$ cat config.mk
export PLATFORM = sky130hd
export DESIGN_NAME = seed_exchange_flat
export DESIGN_NICKNAME = d
export VERILOG_FILES = /design/src/rtl/seed_exchange_if.sv /design/src/rtl/seed_exchange.sv /design/src/flat_wrapper.sv
export SDC_FILE = /design/constraint.sdc
export NUM_CORES = 1
export LEC_CHECK = 0
export CAP_MARGIN = 10
export CELL_PAD_IN_SITES_DETAIL_PLACEMENT = 0
export CELL_PAD_IN_SITES_GLOBAL_PLACEMENT = 1
export CORE_ASPECT_RATIO = 1.4
export CORE_UTILIZATION = 47
export DETAILED_ROUTE_END_ITERATION = 8
export GPL_TIMING_DRIVEN = 0
export PLACE_DENSITY_LB_ADDON = 0.1
export SYNTH_ARGS = -nofsm -noshare
export SYNTH_HDL_FRONTEND = slang
export SYNTH_SLANG_ARGS = --single-unit
$ cat constraint.sdc
create_clock -name clk_75 -period 4.1 [get_ports clk_75]
set_input_delay 0.82 -clock clk_75 [delete_from_list [all_inputs] [get_ports clk_75]]
set_output_delay 0.82 -clock clk_75 [all_outputs]
set_load 0.02 [all_outputs]
$ cat src/rtl/seed_exchange_if.sv
`default_nettype none
// +--------------------------------------------------------------------------+
// | seed_exchange_if : local seed, peer seed and UART line signals           |
// | Rev 1.0                                                                  |
// +--------------------------------------------------------------------------+

interface seed_exchange_if;
  logic       seed_rdy;
  logic [4:0] seed_x_local;
  logic [4:0] seed_y_local;
  logic       uart_rx;
  logic       uart_tx;
  logic       tx_busy;
  logic [4:0] seed_x_peer;
  logic [4:0] seed_y_peer;
  logic       peer_valid;

  modport master (
    output seed_rdy, seed_x_local, seed_y_local, uart_rx,
    input  uart_tx, tx_busy, seed_x_peer, seed_y_peer, peer_valid
  );

  modport slave (
    input  seed_rdy, seed_x_local, seed_y_local, uart_rx,
    output uart_tx, tx_busy, seed_x_peer, seed_y_peer, peer_valid
  );
endinterface

`default_nettype wire

$ cat src/rtl/seed_exchange.sv
`default_nettype none
// +--------------------------------------------------------------------------+
// | seed_exchange : swaps 5-bit x/y seeds with a peer over a 2-byte UART frame|
// | Rev 1.0                                                                  |
// +--------------------------------------------------------------------------+

module seed_exchange #(
  parameter int         BAUD_DIV = 651,
  parameter logic [2:0] TAG_X    = 3'b101,
  parameter logic [2:0] TAG_Y    = 3'b110
) (
  input  logic          clk_75,
  input  logic          rst,
  seed_exchange_if.slave bus
);

  localparam int             CNT_W     = $clog2(BAUD_DIV);
  localparam logic [CNT_W-1:0] CNT_ONE   = CNT_W'(1);
  localparam logic [CNT_W-1:0] BAUD_LAST = CNT_W'(BAUD_DIV - 1);
  localparam logic [CNT_W-1:0] HALF_LAST = CNT_W'(BAUD_DIV / 2 - 1);

  typedef enum logic [1:0] {
    TX_IDLE  = 2'd0,
    TX_START = 2'd1,
    TX_DATA  = 2'd2,
    TX_STOP  = 2'd3
  } tx_state_t;

  typedef enum logic [1:0] {
    RX_IDLE  = 2'd0,
    RX_START = 2'd1,
    RX_DATA  = 2'd2,
    RX_STOP  = 2'd3
  } rx_state_t;

  tx_state_t        tx_state;
  logic [CNT_W-1:0] tx_cnt;
  logic [2:0]       tx_bit;
  logic             tx_sel;
  logic [4:0]       tx_x;
  logic [4:0]       tx_y;
  logic             uart_tx_q;
  logic             tx_busy_q;
  logic [7:0]       tx_byte;
  logic [2:0]       tx_bit_nxt;
  logic             tx_bit_end;

  assign tx_byte    = tx_sel ? {TAG_Y, tx_y} : {TAG_X, tx_x};
  assign tx_bit_nxt = tx_bit + 3'd1;
  assign tx_bit_end = (tx_cnt == BAUD_LAST);

  always_ff @(posedge clk_75) begin
    if (rst) begin
      tx_state  <= TX_IDLE;
      tx_cnt    <= '0;
      tx_bit    <= 3'd0;
      tx_sel    <= 1'b0;
      tx_x      <= 5'd0;
      tx_y      <= 5'd0;
      uart_tx_q <= 1'b1;
      tx_busy_q <= 1'b0;
    end else begin
      case (tx_state)
        TX_IDLE: begin
          if (bus.seed_rdy) begin
            tx_x      <= bus.seed_x_local;
            tx_y      <= bus.seed_y_local;
            tx_sel    <= 1'b0;
            tx_cnt    <= '0;
            uart_tx_q <= 1'b0;
            tx_busy_q <= 1'b1;
            tx_state  <= TX_START;
          end
        end
        TX_START: begin
          if (tx_bit_end) begin
            tx_cnt    <= '0;
            tx_bit    <= 3'd0;
            uart_tx_q <= tx_byte[0];
            tx_state  <= TX_DATA;
          end else begin
            tx_cnt <= tx_cnt + CNT_ONE;
          end
        end
        TX_DATA: begin
          if (tx_bit_end) begin
            tx_cnt <= '0;
            if (tx_bit == 3'd7) begin
              uart_tx_q <= 1'b1;
              tx_state  <= TX_STOP;
            end else begin
              tx_bit    <= tx_bit_nxt;
              uart_tx_q <= tx_byte[tx_bit_nxt];
            end
          end else begin
            tx_cnt <= tx_cnt + CNT_ONE;
          end
        end
        TX_STOP: begin
          if (tx_bit_end) begin
            tx_cnt <= '0;
            // byte1 start bit follows byte0 stop bit with no idle gap
            if (!tx_sel) begin
              tx_sel    <= 1'b1;
              uart_tx_q <= 1'b0;
              tx_state  <= TX_START;
            end else begin
              tx_busy_q <= 1'b0;
              tx_state  <= TX_IDLE;
            end
          end else begin
            tx_cnt <= tx_cnt + CNT_ONE;
          end
        end
        default: tx_state <= TX_IDLE;
      endcase
    end
  end

  assign bus.uart_tx = uart_tx_q;
  assign bus.tx_busy = tx_busy_q;

  logic rx_s1;
  logic rx_s2;
  logic rx_prev;

  always_ff @(posedge clk_75) begin
    if (rst) begin
      rx_s1   <= 1'b1;
      rx_s2   <= 1'b1;
      rx_prev <= 1'b1;
    end else begin
      rx_s1   <= bus.uart_rx;
      rx_s2   <= rx_s1;
      rx_prev <= rx_s2;
    end
  end

  rx_state_t        rx_state;
  logic [CNT_W-1:0] rx_cnt;
  logic [2:0]       rx_bit;
  logic [7:0]       rx_shift;
  logic             got_x;
  logic [4:0]       pend_x;
  logic [4:0]       peer_x_q;
  logic [4:0]       peer_y_q;
  logic             peer_valid_q;
  logic             rx_bit_end;

  assign rx_bit_end = (rx_cnt == BAUD_LAST);

  always_ff @(posedge clk_75) begin
    if (rst) begin
      rx_state     <= RX_IDLE;
      rx_cnt       <= '0;
      rx_bit       <= 3'd0;
      rx_shift     <= 8'd0;
      got_x        <= 1'b0;
      pend_x       <= 5'd0;
      peer_x_q     <= 5'd0;
      peer_y_q     <= 5'd0;
      peer_valid_q <= 1'b0;
    end else begin
      peer_valid_q <= 1'b0;
      case (rx_state)
        RX_IDLE: begin
          // a framing error leaves rx_prev low, so the line must go high first
          if (rx_prev && !rx_s2) begin
            rx_cnt   <= '0;
            rx_state <= RX_START;
          end
        end
        RX_START: begin
          if (rx_cnt == HALF_LAST) begin
            rx_cnt <= '0;
            if (rx_s2) begin
              rx_state <= RX_IDLE;
            end else begin
              rx_bit   <= 3'd0;
              rx_state <= RX_DATA;
            end
          end else begin
            rx_cnt <= rx_cnt + CNT_ONE;
          end
        end
        RX_DATA: begin
          if (rx_bit_end) begin
            rx_cnt   <= '0;
            rx_shift <= {rx_s2, rx_shift[7:1]};
            if (rx_bit == 3'd7) begin
              rx_state <= RX_STOP;
            end else begin
              rx_bit <= rx_bit + 3'd1;
            end
          end else begin
            rx_cnt <= rx_cnt + CNT_ONE;
          end
        end
        RX_STOP: begin
          if (rx_bit_end) begin
            rx_cnt   <= '0;
            rx_state <= RX_IDLE;
            if (!rx_s2) begin
              got_x <= 1'b0;
            end else if (rx_shift[7:5] == TAG_X) begin
              pend_x <= rx_shift[4:0];
              got_x  <= 1'b1;
            end else if (rx_shift[7:5] == TAG_Y) begin
              if (got_x) begin
                peer_x_q     <= pend_x;
                peer_y_q     <= rx_shift[4:0];
                peer_valid_q <= 1'b1;
                got_x        <= 1'b0;
              end
            end else begin
              got_x <= 1'b0;
            end
          end else begin
            rx_cnt <= rx_cnt + CNT_ONE;
          end
        end
        default: rx_state <= RX_IDLE;
      endcase
    end
  end

  assign bus.seed_x_peer = peer_x_q;
  assign bus.seed_y_peer = peer_y_q;
  assign bus.peer_valid  = peer_valid_q;

endmodule

`default_nettype wire

$ cat src/flat_wrapper.sv
// flat-port wrapper written by rule: the top's interface ports become plain ports
module seed_exchange_flat 
#(
  parameter int         BAUD_DIV = 651,
  parameter logic [2:0] TAG_X    = 3'b101,
  parameter logic [2:0] TAG_Y    = 3'b110
)
  (clk_75, rst, bus_seed_rdy, bus_seed_x_local, bus_seed_y_local, bus_uart_rx, bus_uart_tx, bus_tx_busy, bus_seed_x_peer, bus_seed_y_peer, bus_peer_valid);
  seed_exchange_if bus_i ();
  input  logic clk_75;
  input  logic rst;
  input wire logic [$bits(bus_i.seed_rdy)-1:0] bus_seed_rdy;
  input wire logic [$bits(bus_i.seed_x_local)-1:0] bus_seed_x_local;
  input wire logic [$bits(bus_i.seed_y_local)-1:0] bus_seed_y_local;
  input wire logic [$bits(bus_i.uart_rx)-1:0] bus_uart_rx;
  output wire logic [$bits(bus_i.uart_tx)-1:0] bus_uart_tx;
  output wire logic [$bits(bus_i.tx_busy)-1:0] bus_tx_busy;
  output wire logic [$bits(bus_i.seed_x_peer)-1:0] bus_seed_x_peer;
  output wire logic [$bits(bus_i.seed_y_peer)-1:0] bus_seed_y_peer;
  output wire logic [$bits(bus_i.peer_valid)-1:0] bus_peer_valid;
  assign bus_i.seed_rdy = bus_seed_rdy;
  assign bus_i.seed_x_local = bus_seed_x_local;
  assign bus_i.seed_y_local = bus_seed_y_local;
  assign bus_i.uart_rx = bus_uart_rx;
  assign bus_uart_tx = bus_i.uart_tx;
  assign bus_tx_busy = bus_i.tx_busy;
  assign bus_seed_x_peer = bus_i.seed_x_peer;
  assign bus_seed_y_peer = bus_i.seed_y_peer;
  assign bus_peer_valid = bus_i.peer_valid;
  seed_exchange #(.BAUD_DIV(BAUD_DIV), .TAG_X(TAG_X), .TAG_Y(TAG_Y)) u_core (.clk_75(clk_75), .rst(rst), .bus(bus_i));
endmodule
==> impl_metrics.py <==
metrics = {
    "outcome": {
        "status": "finished, final reports clean",
    },
    "timing": {
        "finalCritPeriodShare_pct": 59.4,
        "grt_setup_unrepaired": "false",
        "fin_crit_ns": 2.43,
        "finClkSkew_ns": 0.00563,
        "worstMarginPinSlew_ns": 0.974,
        "final_max_slew_viol_count": 0,
        "hold_viol": 0,
        "setup_violations": 0,
        "relSlewSlack_pct": 34.7,
        "max_freq_ghz": 0.411,
        "fin_setup_tns_ns": 0,
        "worst_slack_ns": 1.67,
    },
    "floorplan": {
        "die_x_um": 73.5,
        "ios": 27,
        "die_h_um": 102,
        "dieArea_um2": 7510,
        "start_util_pct": 48.5,
        "rows": 36,
        "core_um2": 6940,
    },
    "global_route": {
        "grt_overflow_total": 0,
        "track_usage_pct": 21.2,
        "grt_pass1_wl_um": 12100,
        "grt_max_degree": 12,
        "antenna_found_initial": 0,
        "grt_pass1_vias": 2543,
    },
    "final_layout": {
        "fin_util_pct": 56.7,
        "n_antenna_cell": 0,
        "nets": 458,
        "fin_area_um2": 3930,
        "area_growth_pct": 16.8,
        "drive_gt1_share_pct": 7.44,
        "mostFrequentLayoutCell": "dfxtp_1",
        "final_cell_mix": "71 x dfxtp_1, 53 x nand2_1, 41 x a21oi_1, 36 x nor2_1, 26 x clkdlybuf4s50_1",
        "final_cells": 525,
    },
    "yosys": {
        "synth_ff_type": "dfxtp_1",
        "yosysSeqAreaShare_pct": 42.2,
        "synth_top_area_cell": "dfxtp_1",
        "ys_ff_latch": 71,
        "synthTopCellsByArea": "dfxtp_1 42%, mux2i_1 6.8%, ha_1 6.3%",
        "synth_area_um2": 3370,
        "synthesis.instances": 390,
        "synth_warnings": 0,
        "avgSynthCellArea_um2": 8.63,
        "async_flop_share_pct": 0,
        "synth-edff-count": 0,
        "yosysTopAreaCellShare_pct": 42.2,
        "syn-num-nets": 421,
        "ys_types": 49,
    },
    "clock_tree": {
        "cts_tree": "yes",
        "cts_hold_buf": 0,
        "clockRootBuffer": "clkbuf_8",
        "cts_sinks": 71,
        "cts_buffers": 9,
        "clk_pin_slew_ns": 0.07,
        "cts_setup_buffers": 0,
        "cts_max_level": 3,
        "clk_latency_ns": 0.35,
        "clockBufferDepth": 2,
        "cts_resized": 0,
    },
    "critical_path": {
        "cp.arrival_ns": 2.69,
        "r2r-start": "u_core.tx_state[0]",
        "cp-end-kind": "register",
        "path_max_fanout": 4,
        "required_ns": 4.36,
        "crit_type": "in2reg",
        "crit_path_start": "bus_seed_rdy",
        "critPathLaunchType": "input port",
    },
    "placement": {
        "routabilityCongestion": 0.796,
        "placed_cells": 511,
        "placed_area_um2": 3740,
        "dp_hpwl_um": 5160,
        "place_ws_ns": 1.29,
        "portBuffers": 26,
    },
    "drt": {
        "wirelength_um": 7180,
        "vias": 2863,
        "drc": 0,
        "wl_per_cell_um": 13.7,
        "first_pass_iters": 4,
        "drt_iter0_drc": 166,
        "viasPerCell": 5.45,
        "ant_nets": 0,
    },
    "job": {
        "drv_cap": 0,
    },
    "power": {
        "worst_ir_drop_vdd_uv": 294,
        "power_leakage_nw": 1.45,
        "p_per_area_nw_per_um2": 440,
    },
    "worst_hold_path": {
        "min_path_type": "reg2reg",
        "hold_start": "u_core.rx_s1",
    },
}
## cells in the mapped netlist, types with 2 or more instances
master      n
a221oi_1    2
nor3_1      5
a31o_2      3
and3_2      2
nand4bb_1   2
or3_1       2
nor2_1     36
and3_1      4
a31oi_1     4
nor4_1      4
inv_1      15
buf_6       2
nor2b_1     3
nand3_1    20
clkbuf_1   11
a41oi_1     3
and2_1      5
dfxtp_1    71
a311oi_1    9
a2111oi_0   2
nand4_1     2
mux2i_1    23
a211oi_1    4
or2_2       5
ha_1       17
nand2_1    53
o21ai_0     6
a21oi_1    41
nand3b_1    3
a22oi_1     4
nand2b_1    9
## sequential cells by signal (all words and copies together), names as in the netlist, named ones only
register / count
u_core.rx_state: 1
u_core.rx_s2: 1
u_core.tx_cnt: 10
u_core.bus.uart_tx: 1
u_core.tx_state: 2
u_core.rx_s1: 1
u_core.got_x: 1
u_core.rx_cnt: 10
u_core.bus.peer_valid: 1
u_core.bus.seed_x_peer: 5
u_core.pend_x: 5
u_core.rx_shift: 8
u_core.bus.tx_busy: 1
u_core.rx_prev: 1
u_core.tx_x: 5
u_core.tx_bit: 3
u_core.bus.seed_y_peer: 5
u_core.tx_y: 5
u_core.tx_sel: 1
u_core.rx_bit: 3
## worst max-delay path, cell delays in order
cell and delay [ns]:
clkdlybuf4s50_1 0.52, nor2b_1 0.11, nor4_1 0.61, a21o_1 0.25
o21ai_0 0.10, a221oi_1 0.28
## report_power, final
part / internal, mW / switching, mW / total [mW] / leakage, nW
Combinational: 0.155 / 0.260 / 0.416 / 0.781
Clock: 0.289 / 0.254 / 0.543 / 0.0940
Sequential: 0.736 / 0.0357 / 0.772 / 0.575
Total: 1.18 / 0.550 / 1.73 / 1.45
## per-layer routing
layer | global-route usage (%) | vias to the layer above | wire (um)
met1 | 26.3 | 1351 | 3290
li1 | - | 1457 | -
met2 | 35.1 | 45 | 3570
met5 | 0 | - | 0
met3 | 4.14 | 10 | 179
met4 | 10.1 | 0 | 134
## path summary, 6_finish.rpt
| kind | depth (start not counted) | slack (ns) | to |
|---|---|---|---|
| worst max-delay path | 6 | 1.67 | u_core.tx_state[0] |
| worst min-delay path | 1 | 0.42 | u_core.rx_s2 |
| worst max register to register | 8 | 1.67 | u_core.tx_state[0] |
| worst min register to register | 1 | 0.42 | u_core.rx_s2 |
## metrics by stage
step           hold WS (ns)  power [mW]
2_1_floorplan         0.389        1.08
3_3_place_gp          0.392        1.19
3_5_place_dp          0.400        1.20
4_1_cts               0.417        1.75
5_1_grt               0.461        1.84
6_report              0.416        1.73
## layout make-up
class                   instances  area, um^2
inverters                      15        56.3
repair buffers                 26         260
clock inverters                 4        47.5
multi-input cells             287        1790
flip-flops and latches         71        1420
clock buffers                  10         138
plain buffers                  17        93.8
well taps                      95         119
fillers                       697        3010
## kinds of logic (layout without fill, tap and decap cells)
kind of cell               Yosys count  after routing  share of synthesized area (%)
AOI/OAI and AO/OA                   85             85                           16.3
buffers and inverters               32             72                           4.46
and+or+nand+nor                    159            159                           23.0
DFF                                 71             71                           42.2
xor gates and xnor gates             2              2                          0.521
adders and majority gates           17             17                           6.32
muxes                               24             24                           7.17
Power figures use the tool's default switching activity.
